File: src/rtl/regfile_scoreboard.sv
// Register file with two combinational read ports, one write port, optional
// write-to-read bypass and a per-register pending-write scoreboard.
// Optional writeback trace: define RF_TRACE_EN.
module regfile_scoreboard #(
  parameter int DATA_W   = 32,
  parameter int ADDR_W   = 5,
  parameter int DEPTH    = 2**ADDR_W,
  parameter bit ZERO_REG = 1'b1,
  parameter bit BYPASS   = 1'b1
) (
  input  logic              clk,
  input  logic              rst,
  input  logic [ADDR_W-1:0] rs1_addr,
  input  logic [ADDR_W-1:0] rs2_addr,
  output logic [DATA_W-1:0] rd1_data,
  output logic [DATA_W-1:0] rd2_data,
  input  logic              we,
  input  logic [ADDR_W-1:0] wr_addr,
  input  logic [DATA_W-1:0] wr_data,
  input  logic              issue_valid,
  input  logic [ADDR_W-1:0] issue_rd,
  output logic              rs1_busy,
  output logic              rs2_busy,
  output logic              hazard,
  output logic [ADDR_W:0]   busy_count
);

  logic [DATA_W-1:0] regs_r [DEPTH];
  logic [DEPTH-1:0]  busy_r;
  logic [ADDR_W:0]   busy_count_r;

  logic              wr_ok_s;
  logic              iss_ok_s;
  logic [DEPTH-1:0]  set_mask_s;
  logic [DEPTH-1:0]  clr_mask_s;
  logic [DEPTH-1:0]  busy_next_s;
  logic              set_new_s;
  logic              clr_real_s;
  logic [ADDR_W:0]   count_next_s;

  logic [ADDR_W-1:0] rs_addr_s [2];
  logic [DATA_W-1:0] rd_data_s [2];
  logic [1:0]        rs_busy_s;

  // An address is writable when it exists and is not the hardwired zero register.
  function automatic logic writable(input logic [ADDR_W-1:0] a);
    return (32'(a) < 32'(DEPTH)) && !(ZERO_REG && (a == {ADDR_W{1'b0}}));
  endfunction

  assign wr_ok_s      = we && writable(wr_addr);
  assign iss_ok_s     = issue_valid && writable(issue_rd);
  assign rs_addr_s[0] = rs1_addr;
  assign rs_addr_s[1] = rs2_addr;

  // Scoreboard next state: clear on writeback, then set on issue so set wins.
  always_comb begin
    set_mask_s = {DEPTH{1'b0}};
    clr_mask_s = {DEPTH{1'b0}};
    for (int i = 0; i < DEPTH; i++) begin
      set_mask_s[i] = iss_ok_s && (issue_rd == ADDR_W'(i));
      clr_mask_s[i] = wr_ok_s && (wr_addr == ADDR_W'(i));
    end
    busy_next_s = (busy_r & ~clr_mask_s) | set_mask_s;
    set_new_s   = |(set_mask_s & ~busy_r);
    clr_real_s  = |(clr_mask_s & busy_r & ~set_mask_s);
    count_next_s = busy_count_r + (ADDR_W+1)'(set_new_s) - (ADDR_W+1)'(clr_real_s);
  end

  // Register array and scoreboard state; reset discards any same-cycle write or issue.
  always_ff @(posedge clk or posedge rst) begin
    if (rst) begin
      for (int i = 0; i < DEPTH; i++) begin
        regs_r[i] <= {DATA_W{1'b0}};
      end
      busy_r       <= {DEPTH{1'b0}};
      busy_count_r <= {(ADDR_W+1){1'b0}};
    end else begin
      if (wr_ok_s) begin
        regs_r[wr_addr] <= wr_data;
      end
      busy_r       <= busy_next_s;
      busy_count_r <= count_next_s;
    end
  end

  // Read ports: a bypassed write also hides the busy bit unless re-issued this cycle.
  always_comb begin
    for (int p = 0; p < 2; p++) begin
      rd_data_s[p] = {DATA_W{1'b0}};
      rs_busy_s[p] = 1'b0;
      if (rst || !writable(rs_addr_s[p])) begin
        rd_data_s[p] = {DATA_W{1'b0}};
        rs_busy_s[p] = 1'b0;
      end else if (BYPASS && we && (wr_addr == rs_addr_s[p])) begin
        rd_data_s[p] = wr_data;
        rs_busy_s[p] = issue_valid && (issue_rd == rs_addr_s[p]) && busy_r[rs_addr_s[p]];
      end else begin
        rd_data_s[p] = regs_r[rs_addr_s[p]];
        rs_busy_s[p] = busy_r[rs_addr_s[p]];
      end
    end
  end

  assign rd1_data   = rd_data_s[0];
  assign rd2_data   = rd_data_s[1];
  assign rs1_busy   = rs_busy_s[0];
  assign rs2_busy   = rs_busy_s[1];
  assign hazard     = rs_busy_s[0] | rs_busy_s[1];
  assign busy_count = busy_count_r;

`ifdef RF_TRACE_EN
  // Writeback trace with a warning for writebacks that had no pending issue.
  always @(posedge clk) begin
    if (!rst && we) begin
      $display("%0t rf wb x%0d = %h busy_count=%0d", $time, wr_addr, wr_data, busy_count_r);
      if (wr_ok_s && !busy_r[wr_addr]) begin
        $display("%0t rf warning: writeback to non-busy x%0d", $time, wr_addr);
      end
    end
  end
`else
`endif

endmodule

File: config.mk
export PLATFORM = sky130hd
export DESIGN_NAME = regfile_scoreboard
export DESIGN_NICKNAME = d
export VERILOG_FILES = /design/src/rtl/regfile_scoreboard.sv
export SDC_FILE = /design/constraint.sdc
export NUM_CORES = 2
export LEC_CHECK = 0
export CAP_MARGIN = 20
export CORE_MARGIN = 5
export CORE_UTILIZATION = 55
export CTS_BUF_LIST = sky130_fd_sc_hd__clkbuf_8
export DETAILED_ROUTE_END_ITERATION = 12
export DONT_BUFFER_PORTS = 1
export GPL_ROUTABILITY_DRIVEN = 0
export PLACE_DENSITY = 0.84
export SYNTH_ARGS = -nofsm -noshare
export SYNTH_HDL_FRONTEND = slang
export SYNTH_SLANG_ARGS = --single-unit
File: constraint.sdc
create_clock -name clk -period 47.4 [get_ports clk]
set_clock_uncertainty 0.05 [all_clocks]
set_input_delay 9.48 -clock clk [delete_from_list [all_inputs] [get_ports clk]]
set_output_delay 9.48 -clock clk [all_outputs]
set_load 0.05 [all_outputs]
==> impl_results.md <==
* Period utilization at 0.486
* Flop2flop setup slack at 43.36 ns
* Total Nets Final at about 3,800
* Distinct cell type count after synthesis at 62
* Number of post-CTS setup repair buffers at 0
* Yosys reg bits at 1,062
* Max VDD drop at ~0.027 mV
* DRT antenna net count at 0
* Mapped Area at 0.0568 mm2
* Worst Path Class, Setup: primary input to primary output
* Post-synthesis mux area share at 0.403
* Post-synthesis xor/xnor area fraction at 0.00386
* Worst R2R End: busy_count[4]$_DFF_PP0_
* CP required at between 30 and 40 ns
* Cells after Synth at 4,016
* WP buf/inv at 0
* Iter 0 DRT Violations at 5,182
* Status: finished with violations
* RSZ-0062 raised after global routing: no
* Clock Latency Late Sink at 0.87 ns
* Die area at 0.110 mm2
* MaxCap Viol Count at 0
* Sinks on Clock Net at 1,062
* CTS Hold Bufs at 0
* Routed WL at 168 mm
* Setup violations, final at 0
* Worst path cell trace: mux4_2 -> a22oi_1 -> a21oi_1 -> a211o_1
* Ys Warns at 0
* Vias at 38,500
* Worst-case reg-to-reg path depth at 14
* Pre-CTS WS at around 25 ns
* Clock slew at reported path FFs at ~0.06 ns
* Minimum clock period at between 20 and 25 ns
* Post-CTS resize count at 0
* Fin area at 0.0608 mm2
* Height of the die at 331 um
* Core area at 0.102 mm2
* Final setup TNS at 0 ns
* Critical Path Source: rs1_addr[0]
* Post-Synth Adder-Cell Area at 0.00167
* Longest Clk Path Bufs at 3
* Initial antenna violation count at 1
* Compound-cell area share of the yosys netlist at 0.0713
* Port bufs at 0
* Fillers at 7,527
* Crit start category: primary input
* Tightest Pin Transition at 3.24 ns
* Max stage delay on crit path at 1.60 ns
* Detailed-placement wirelength estimate at 85.1 mm
* Lkg Pwr at roughly 26 nW
* CP Capture Type: primary output
* Root buffer cell: clkbuf_8
* Total congestion overflow at 0
* Slew HR at -1.16
* Share of layout cells above drive strength 1 at 0.457
* CTS tree: yes
* Post-route worst setup slack at 24.37 ns
* Crit-path leading delay family: multiplexers
* Critical Path End: rd1_data[28]
* Avg Cell Area, Syn at 14.1 um2
* Register area share after synthesis at 0.468
* CTS Buf Count at 168
* CP Data Arrival Time at between 10 and 15 ns
* Failing checks: max-slew violations
* CP Depth at 4
* Worst path slowest cell: mux4_2
* Worst hold path type: flip-flop to flip-flop
* Net Count, Synth at 4,079
* Largest net degree at the start of global routing at around 360
* Worst-path maximum fanout at about 360
* Die width at 331 um
* Residual DRC at 0
* Max-slew violation count at 303
* Hold Violations, Final at 0
* I/O pin count at 129
* Vias in the first global route at slightly below 40,000
* Initial Util at 0.556
* H-tree levels at 4
* Maximum clock frequency at 0.0434 GHz
* Simple-Gate Fraction of Synth Area at 0.0189
* Synth async-reset ratio at 1.00
* Placed cell area at 0.0574 mm2
* Gr usage total at 0.302
* Initial DRT Pass Iterations at 6
* First-pass GRT wire length at 253 mm
* # rows at 117
* Predominant post-synthesis flop cell: dfrtp_1
* Routed vias/inst at 7.29
* Largest family of logic cells by synthesized area: multiplexers
* DR WL/cell at 31.8 um
* P&R area growth vs syn at 7.01%
* RR Startpoint: busy_r[17]$_DFF_PP0_
* Power per Cell Area at 41.2 mW/mm2
* EDFF count, synth at 0
worst min-delay path by stage:
stage	from	end	cells past startpoint
after floorplan	busy_r[0]$_DFF_PP0_	busy_r[0]$_DFF_PP0_	1
after global placement	regs_r[1013]$_DFFE_PP0P_	regs_r[1013]$_DFFE_PP0P_	0
after detailed placement	regs_r[1003]$_DFFE_PP0P_	regs_r[1003]$_DFFE_PP0P_	0
after CTS	regs_r[994]$_DFFE_PP0P_	regs_r[994]$_DFFE_PP0P_	0
after global routing	regs_r[994]$_DFFE_PP0P_	regs_r[994]$_DFFE_PP0P_	0
final	regs_r[1003]$_DFFE_PP0P_	regs_r[1003]$_DFFE_PP0P_	0
area by class of cell:
type / instances / area, um2 / share of cell area
antenna: 1 / 2.50 / 0.0000412
clock buffer: 209 / 2880 / 0.0473
clock inverter: 89 / 429 / 0.00706
inverter: 17 / 68.8 / 0.00113
multi-input combinational: 2469 / 28500 / 0.469
sequential: 1062 / 26600 / 0.437
tap: 1368 / 1710 / 0.0282
timing repair buffer: 68 / 588 / 0.00968
worst reg2reg max path, delay by kind of cell, from the launching register on:
family	cells	cell delay [ns]
simple gates	4	1.57
flops	1	0.42
buf+inv	3	0.19
xor+xnor	1	0.13
compound gates	3	0.64
fa+ha+maj	3	0.89
power breakdown:
| part | internal, mW | switching [mW] | total [mW] | leakage [nW] |
|---|---|---|---|---|
| logic | 0.307 | 0.198 | 0.505 | 10.9 |
| registers | 1.08 | 0.143 | 1.23 | 13.6 |
| clock network | 0.398 | 0.375 | 0.772 | 1.92 |
placed cells by master (no fill, tap or decap), types with 17 or more instances in the layout:
| master | instances |
|---|---|
| dfrtp_1 | 1062 |
| mux4_2 | 432 |
| buf_4 | 63 |
| a21oi_1 | 71 |
| a32o_1 | 33 |
| nand2_1 | 31 |
| inv_1 | 74 |
| mux2i_1 | 194 |
| o21ai_0 | 123 |
| a221oi_1 | 94 |
| clkinv_2 | 17 |
| a211o_1 | 31 |
| clkbuf_8 | 209 |
| nand2_2 | 20 |
| a22oi_1 | 63 |
| nor2_1 | 84 |
| o22ai_1 | 143 |
| mux2_2 | 993 |
cell families after synthesis:
| group | count (synthesis) |
|---|---|
| muxes | 1619 |
| DFF | 1062 |
| AOI/OAI and AO/OA | 592 |
| buffers and inverters | 485 |
| and+or+nand+nor | 226 |
| xor gates and xnor gates | 25 |
| adders and majority gates | 7 |
sequential cells by signal, indices dropped and copies added (netlist names):
register / flops
busy_r: 32
busy_count: 6
regs_r: 1024
Yosys cell counts (all sizes together), types with 2 or more instances:
cell type	instances	area [um2]
nand3b	3	22.5
buf	89	424
o211ai	12	90.1
mux2	993	11200
nor2	100	375
inv	17	63.8
or2	3	18.8
o21ai	123	616
a21o	3	22.5
nand2b	8	50.1
o22ai	143	895
o2111a	2	22.5
or4b	2	20.0
or4	3	22.5
nand4bb	3	33.8
nor3b	3	22.5
clkbuf	379	1420
or3	4	25.0
a22oi	63	473
mux4	432	9730
xor2	14	123
a32o	33	330
xnor2	11	96.3
o2111ai	2	17.5
nand2	51	194
o32ai	2	17.5
nor4	6	37.5
a21oi	71	355
nor3	12	60.1
a221oi	94	823
a2111oi	3	32.5
dfrtp	1062	26600
and2	2	12.5
nand4b	6	52.6
nand4	4	25.0
mux2i	194	1940
nand3	8	40.0
o22a	2	17.5
nor2b	4	25.0
a211o	31	272
ha	6	75.1
metal layers:
layer  part of all wire  vias up  track usage
met3               0.13      647        0.109
met2               0.45     2641        0.448
met1               0.36    20100        0.392
met4              0.063        0        0.161
met5                  0        -            0
li1                   -    15200            -
stage by stage:
step           utilization  hold WS [ns]  power, mW  cells
3_5_place_dp         0.562         0.332       1.73   4982
6_report             0.595         0.347       2.50   5283
5_1_grt              0.595         0.359       2.60   5283
3_3_place_gp         0.562         0.328       1.70   4982
4_1_cts              0.594         0.346       2.50   5280
2_1_floorplan            -         0.391       1.64   4016
No activity file was read; power rests on OpenSTA's default activity.
